[config.mk]
export PLATFORM = sky130hd
export DESIGN_NAME = fsqrt_sched_flat
export DESIGN_NICKNAME = d
export VERILOG_FILES = /design/src/rtl/fsqrt_sched_if.sv /design/src/rtl/fsqrt_sched.sv /design/src/flat_wrapper.sv
export SDC_FILE = /design/constraint.sdc
export NUM_CORES = 1
export LEC_CHECK = 0
export BUFFER_PORTS_ARGS = -buffer_cell sky130_fd_sc_hd__buf_2
export CAP_MARGIN = 15
export CORE_UTILIZATION = 30
export CTS_CLUSTER_DIAMETER = 40
export DETAILED_ROUTE_END_ITERATION = 16
export PLACE_DENSITY = 0.61
export SYNTH_ARGS = -nofsm -noshare
export SYNTH_HDL_FRONTEND = slang
export SYNTH_SLANG_ARGS = --single-unit
[constraint.sdc]
create_clock -name clk -period 2.38 [get_ports clk]
set_clock_uncertainty 0.1 [all_clocks]
set_input_delay 0.119 -clock clk [delete_from_list [all_inputs] [get_ports clk]]
set_output_delay 0.119 -clock clk [all_outputs]
set_load 0.02 [all_outputs]
[src/rtl/fsqrt_sched_if.sv]
// Handshake bundle for the fsqrt scheduler: issue side, fsqrt pipeline side,
// result side and the busy flag.
interface fsqrt_sched_if #(
  parameter int unsigned TAGW = 5
);
  logic            in_valid;
  logic [31:0]     in_op;
  logic [TAGW-1:0] in_tag;
  logic            in_ready;
  logic [31:0]     sq_op;
  logic [31:0]     sq_result;
  logic            out_valid;
  logic [31:0]     out_result;
  logic [TAGW-1:0] out_tag;
  logic            out_ready;
  logic            busy;

  modport master (
    output in_valid, in_op, in_tag, sq_result, out_ready,
    input  in_ready, sq_op, out_valid, out_result, out_tag, busy
  );

  modport slave (
    input  in_valid, in_op, in_tag, sq_result, out_ready,
    output in_ready, sq_op, out_valid, out_result, out_tag, busy
  );
endinterface

[src/rtl/fsqrt_sched.sv]
// Credit-based scheduler around a fixed-latency, non-stalling fsqrt pipeline:
// tracks tags/special cases alongside it and collects results in an in-order FIFO.
module fsqrt_sched #(
  parameter int unsigned LATENCY = 3,
  parameter int unsigned DEPTH   = 4,
  parameter int unsigned TAGW    = 5
) (
  input logic         clk,
  input logic         reset,
  fsqrt_sched_if.slave bus
);

  localparam int unsigned PW = $clog2(DEPTH);
  localparam int unsigned CW = $clog2(DEPTH + LATENCY + 1);

  typedef enum logic [1:0] {
    K_NORM    = 2'd0,
    K_NEG     = 2'd1,
    K_NEGZERO = 2'd2
  } kind_t;

  logic [LATENCY-1:0] vld;
  logic [TAGW-1:0]    stg_tag  [LATENCY];
  kind_t              stg_kind [LATENCY];

  logic [31:0]        mem_res [DEPTH];
  logic [TAGW-1:0]    mem_tag [DEPTH];
  logic [PW-1:0]      wptr;
  logic [PW-1:0]      rptr;
  logic [PW:0]        cnt;

  logic               issue;
  logic               push;
  logic               pop;
  kind_t              in_kind;
  logic [31:0]        push_res;
  logic [CW-1:0]      credit;

  assign issue = bus.in_valid & bus.in_ready;
  assign push  = vld[LATENCY-1];
  assign pop   = bus.out_valid & bus.out_ready;

  assign bus.sq_op = {1'b0, bus.in_op[30:0]};

  always_comb begin
    in_kind = K_NORM;
    if (bus.in_op == 32'h8000_0000)
      in_kind = K_NEGZERO;
    else if (bus.in_op[31])
      in_kind = K_NEG;
  end

  always_ff @(posedge clk or negedge reset) begin
    if (!reset) begin
      vld <= '0;
      for (int unsigned i = 0; i < LATENCY; i++) begin
        stg_tag[i]  <= '0;
        stg_kind[i] <= K_NORM;
      end
    end else begin
      vld[0]      <= issue;
      stg_tag[0]  <= bus.in_tag;
      stg_kind[0] <= in_kind;
      for (int unsigned i = 1; i < LATENCY; i++) begin
        vld[i]      <= vld[i-1];
        stg_tag[i]  <= stg_tag[i-1];
        stg_kind[i] <= stg_kind[i-1];
      end
    end
  end

  always_comb begin
    push_res = bus.sq_result;
    case (stg_kind[LATENCY-1])
      K_NEG:     push_res = 32'h7FC0_0000;
      K_NEGZERO: push_res = 32'h8000_0000;
      default:   push_res = bus.sq_result;
    endcase
  end

  // Every in-flight op already owns a FIFO slot, so the FIFO cannot overflow.
  always_comb begin
    credit = CW'(cnt);
    for (int unsigned i = 0; i < LATENCY; i++)
      credit = credit + CW'(vld[i]);
  end

  assign bus.in_ready = (credit < CW'(DEPTH));

  always_ff @(posedge clk) begin
    if (push) begin
      mem_res[wptr] <= push_res;
      mem_tag[wptr] <= stg_tag[LATENCY-1];
    end
  end

  always_ff @(posedge clk or negedge reset) begin
    if (!reset) begin
      wptr <= '0;
      rptr <= '0;
      cnt  <= '0;
    end else begin
      if (push)
        wptr <= wptr + 1'b1;
      if (pop)
        rptr <= rptr + 1'b1;
      case ({push, pop})
        2'b10:   cnt <= cnt + 1'b1;
        2'b01:   cnt <= cnt - 1'b1;
        default: cnt <= cnt;
      endcase
    end
  end

  assign bus.out_valid  = (cnt != '0);
  assign bus.out_result = bus.out_valid ? mem_res[rptr] : '0;
  assign bus.out_tag    = bus.out_valid ? mem_tag[rptr] : '0;
  assign bus.busy       = (|vld) | bus.out_valid;

endmodule

[src/flat_wrapper.sv]
// flat-port wrapper written by rule: the top's interface ports become plain ports
module fsqrt_sched_flat 
#(
  parameter int unsigned LATENCY = 3,
  parameter int unsigned DEPTH   = 4,
  parameter int unsigned TAGW    = 5
)
  (clk, reset, bus_in_valid, bus_in_op, bus_in_tag, bus_sq_result, bus_out_ready, bus_in_ready, bus_sq_op, bus_out_valid, bus_out_result, bus_out_tag, bus_busy);
  fsqrt_sched_if #(.TAGW(TAGW)) bus_i ();
  input logic clk;
  input logic reset;
  input wire logic [$bits(bus_i.in_valid)-1:0] bus_in_valid;
  input wire logic [$bits(bus_i.in_op)-1:0] bus_in_op;
  input wire logic [$bits(bus_i.in_tag)-1:0] bus_in_tag;
  input wire logic [$bits(bus_i.sq_result)-1:0] bus_sq_result;
  input wire logic [$bits(bus_i.out_ready)-1:0] bus_out_ready;
  output wire logic [$bits(bus_i.in_ready)-1:0] bus_in_ready;
  output wire logic [$bits(bus_i.sq_op)-1:0] bus_sq_op;
  output wire logic [$bits(bus_i.out_valid)-1:0] bus_out_valid;
  output wire logic [$bits(bus_i.out_result)-1:0] bus_out_result;
  output wire logic [$bits(bus_i.out_tag)-1:0] bus_out_tag;
  output wire logic [$bits(bus_i.busy)-1:0] bus_busy;
  assign bus_i.in_valid = bus_in_valid;
  assign bus_i.in_op = bus_in_op;
  assign bus_i.in_tag = bus_in_tag;
  assign bus_i.sq_result = bus_sq_result;
  assign bus_i.out_ready = bus_out_ready;
  assign bus_in_ready = bus_i.in_ready;
  assign bus_sq_op = bus_i.sq_op;
  assign bus_out_valid = bus_i.out_valid;
  assign bus_out_result = bus_i.out_result;
  assign bus_out_tag = bus_i.out_tag;
  assign bus_busy = bus_i.busy;
  fsqrt_sched #(.LATENCY(LATENCY), .DEPTH(DEPTH), .TAGW(TAGW)) u_core (.clk(clk), .reset(reset), .bus(bus_i));
endmodule
; ---- Yosys cells after proc, flatten, opt, wreduce, memory -nomap -nowiden
; Memory sizes are Yosys's and may differ from the RTL's.
; Index checks and enable logic that the tools add are counted.
[classes]
add_sub_neg = 7
reduce_logical = 3
bitwise_logic = 3
magnitude_cmp = 1
muxes = 8
n_eq_ne = 5
[op_table]
columns = op, count
row1 = case mux 32 bit (2 select lines), 1
row2 = "== test 32 bit, second input constant", 1
row3 = 2-to-1 mux 32 bit, 1
row4 = adder 3 x 1 -> 3 bit, 3
row5 = case mux 3 bit (2 select lines), 1
row6 = 2-to-1 mux 5 bit, 1
row7 = "adder 2 x 1 -> 2 bit, second input constant", 2
row8 = "== test 2 x 1 -> 1 bit, second input constant", 2
row9 = "== test 2 bit, second input constant", 2
row10 = "adder 3 x 1 -> 3 bit, second input constant", 1
row11 = "< comparator 3 bit, second input constant", 1
row12 = 2-to-1 mux 1 bit, 3
row13 = nonzero test 3 bit, 1
row14 = OR reduction 3 bit, 1
row15 = "subtractor 3 x 1 -> 3 bit, second input constant", 1
row16 = AND 1 bit, 2
row17 = 2-to-1 mux 2 bit, 1
row18 = nonzero test 2 bit, 1
row19 = OR 1 bit, 1
[word_totals]
mem_count = 2
ff_bits = 31
ramBits = 148
[memory_table]
columns = memory, depth, width, read_ports, rd_ports_with_merged_regs, write_ports, line
row1 = u_core.mem_res, 4, 32, 1, 0, 1, fsqrt_sched.sv:26  ; logic [31:0] mem_res [DEPTH];
row2 = u_core.mem_tag, 4, 5, 1, 0, 1, fsqrt_sched.sv:27  ; logic [TAGW-1:0] mem_tag [DEPTH];

; ---- Logic depth before layout (Yosys ltp)
[depth]
word_depth = 5
ltp_mapped = 8

; ---- Least setup slack after synthesis
; OpenSTA, ideal clock, no wires.
[synth_path]
path_type = register to output
from = register u_core.vld[2]
to = output port bus_in_ready
arrival_ns = 1.876
path_stages_with_launch = 9
slack_ns = 0.285
cell_sequence = dfrtp_1 -> clkbuf_1 -> inv_1 -> fa_1 -> inv_1 -> ha_1 -> and3b_1 -> or3_1 -> nand2_1
[synth_between]
elab_chain_cells = 2
[synth_lines]
columns = element, line
row1 = start: declaration, fsqrt_sched.sv:22  ; logic [LATENCY-1:0] vld;
row2 = start signal: indexed assignment, fsqrt_sched.sv:65  ; vld[i] <= vld[i-1];
row3 = adder 3 x 1 -> 3 bit, fsqrt_sched.sv:85  ; credit = credit + CW'(vld[i]);
row4 = < comparator 3 bit, fsqrt_sched.sv:88  ; assign bus.in_ready = (credit < CW'(DEPTH));
row5 = end: declaration, flat_wrapper.sv:17  ; output wire logic [$bits(bus_i.in_ready)-1:0] bus_in_ready;
; No other way between the ends.

; ---- Final worst setup path
; Same ends and word-level chain as after synthesis.

==> impl_results.md <==
* Yosys warns at 0
* Global router's overall resource usage at 12.4%
* Maximum VDD drop at 682 uV
* Core area at between 20000 and 25000 um^2
* Syn_area_per_cell at ~18 um^2
* Nets at roughly 660
* # setup viols final at 2
* Leakage power at 3.51 nW
* Unrepaired setup endpoints after global routing: true
* Mapped Cells at 400
* Clk_lat worst skew at 0.42 ns
* Vias per inst at about 4.3
* Gr ovfl total at 0
* Post-route clock period utilization at 101%
* Leading area contributor after synthesis: edfxtp_1
* Critical setup path kind: flop to output port
* Routability Congestion at roughly 0.8
* Ys flop type: edfxtp_1
* Post-synth EDFFs at about 150
* Worst-path clk slew at 0.07 ns
* Max Cap Viol at 0
* Total CTS buffers at 17
* Worst slew pin tran at between 0.6 and 0.7 ns
* Int Power at between 7 and 8 mW
* CTS tree: built
* Final wirelength at ~14000 um
* Net Sw Power at 3.50 mW
* Hold WC Path Type: input port to flop
* Number of DRC markers in iteration 0 at 163
* Max Freq at about 420 MHz
* Fill cells at ~2200
* Routed wire per std cell at 16.0 um
* Critical path data arrival time at 2.18 ns
* IO buf count at about 140
* Seq pwr share at approximately two fifths
* Comb pwr share at a little over a third
* Most common cell after layout, fill and taps aside: edfxtp_1
* Synth Net Count at between 400 and 500
* ANT nets after route at 0
* CTS root buf: clkbuf_16
* Worst-path maximum fanout at 2
* Asr flop ratio synth at 17.3%
* P&R area growth vs syn at 28.5%
* Initial antenna violation count at 0
* Nature of the critical path endpoint: output port
* Share of cells above drive strength 1 at 40.7%
* Clock sinks at 179
* Largest net degree at the start of global routing at 41
* Outcome: finished, violations left
* Starting Density at between 30% and 40%
* Final Critical Period at between 2 and 2.5 ns
* Die H at about 160 um
* Die area at between 20000 and 25000 um^2
* Max-slew violation count at 0
* Switching part of the total at about 33%
* Vias in the first global route at 4162
* Slew headroom at 53.5%
* Drt first pass iters at 4
* Synthesized flop and latch total at around 180
* CTS Buffer Depth at 2
* Die width at ~160 um
* Top cell type's share of synthesized area at approximately three fifths
* # rows at 56
* Final Hold Fails at 0
* First-pass GRT wire length at between 20000 and 25000 um
* Hold Slack at 0.0212 ns
* DP HPWL at roughly 9400 um
* CTS H-tree depth at 4
* Synth top area cells: edfxtp_1 61%, mux4_2 11%, dfrtp_1 11%
* Number of remaining DRC errors at 0
* Failing checks: setup timing
* Worst setup SP type: flop
* Clk pwr share at 25.5%
* Power density cells at around 1200 nW/um^2
* Post-layout worst setup margin at -0.0185 ns
* Synthesized area at ~7300 um^2
* Critical path required time at between 2 and 2.5 ns
* Vias after detailed routing at just under 4000
* Sequential share of the synthesized area at a little under three quarters
* Most frequent cells in the layout: 148 x edfxtp_1, 142 x buf_2, 60 x and2_1, 46 x dlygate4sd3_1, 37 x mux4_2
* ANT cells at 0
* Total Negative Setup Slacks at -0.0352 ns
* I/O pin total at between 100 and 150
* Synth cell types at 29
[cell type report]
| cell class | instances | area, um^2 | share of cell area [%] |
|---|---|---|---|
| clock buffer | 18 | 429 | 4.61 |
| clock inverter | 14 | 153 | 1.64 |
| inverter | 10 | 37.5 | 0.403 |
| multi-input combinational | 162 | 1690 | 18.2 |
| sequential | 179 | 5230 | 56.1 |
| tap | 319 | 399 | 4.28 |
| timing repair buffer | 202 | 1380 | 14.8 |
[worst max-delay path, cell delays in order, from the launching register on]
cell     delay, ns
dfrtp_1       0.35
inv_1         0.09
fa_2          0.36
inv_2         0.07
ha_4          0.19
and3b_1       0.17
or3_4         0.33
nand2_2       0.08
buf_6         0.11
[cell families after synthesis]
| group | Yosys count | share of synthesized area [%] |
|---|---|---|
| flip-flops | 179 | 72.0 |
| other | 1 | 0.0517 |
| AND/OR/NAND/NOR | 102 | 8.11 |
| multiplexers | 39 | 11.8 |
| adder cells (fa/ha/maj) | 10 | 1.93 |
| buffers and inverters | 59 | 5.07 |
| XOR/XNOR | 6 | 0.725 |
| AO/OA/AOI/OAI | 4 | 0.345 |
[power by group through the flow]
stage,clock (mW),combinational (mW),sequential [mW]
CTS,2.79,3.92,4.20
global placement,0,3.71,4.22
global route,2.91,4.18,4.24
detailed placement,0,3.77,4.25
finish,2.74,3.82,4.19
floorplan,0,2.60,4.11
[synth_stat cells, types with 2 or more instances]
cell type and n:
and2_1 64, buf_2 3, buf_4 34, buf_6 2, clkbuf_1 10, dfrtp_1 31, edfxtp_1 148, fa_1 2
ha_1 8, inv_1 10, mux4_2 37, nand2_1 20, nand4_1 2, nor2_1 2, nor4_1 7, o21ai_0 2
or3_1 2, xnor2_1 2, xor2_1 4
[layer usage]
| metal | vias to the layer above | track usage (%) | routed length (um) |
|---|---|---|---|
| li1 | 1809 | - | - |
| met1 | 1975 | 15.3 | 6270 |
| met2 | 128 | 21.3 | 7270 |
| met3 | 13 | 3.00 | 707 |
| met4 | 0 | 4.02 | 180 |
| met5 | - | 0 | 0 |
[timing repair]
item,CTS,global route
hold buffers,46,0
buffers inserted,1,0
endpoints found under the hold margin,161,0
resized for setup,9,4
endpoints found under the setup margin,2,2
pin swaps,3,2
[per-stage QoR]
stage               instance area, um^2  worst slack, ns  power [mW]  utilization [%]  std cells
floorplan                          7250            0.285        6.71                -        400
global placement                   8230            0.287        7.93             34.8        825
detailed placement                 8230            0.205        8.02             34.8        825
CTS                                9310          -0.0992        10.9             39.4        904
global route                       9320           -0.111        11.3             39.5        904
finish                             9320          -0.0185        10.7             39.5        904
[sequential cells by signal, summed over array words and instances, names as in the netlist]
name	cells
u_core.mem_res	128
u_core.vld	3
u_core.wptr	2
u_core.mem_tag	20
u_core.rptr	2
u_core.stg_tag	15
u_core.stg_kind	6
u_core.cnt	3
[final timing paths]
kind / from / endpoint / slack (ns) / depth (start not counted)
setup / recovery: u_core.vld[2] / bus_in_ready / -0.02 / 8
hold / removal: bus_sq_result[1] / u_core.mem_res[0][1] / 0.02 / 2
setup reg to reg: u_core.cnt[2] / u_core.cnt[2] / 0.13 / 8
hold reg to reg: u_core.stg_tag[5] / u_core.stg_tag[0] / 0.25 / 0
max in group asynchronous: reset / u_core.rptr[0] / 1.49 / 2
min in group asynchronous: reset / u_core.stg_tag[12] / 0.16 / 2
Note: power is estimated with default switching activity, not from simulation.
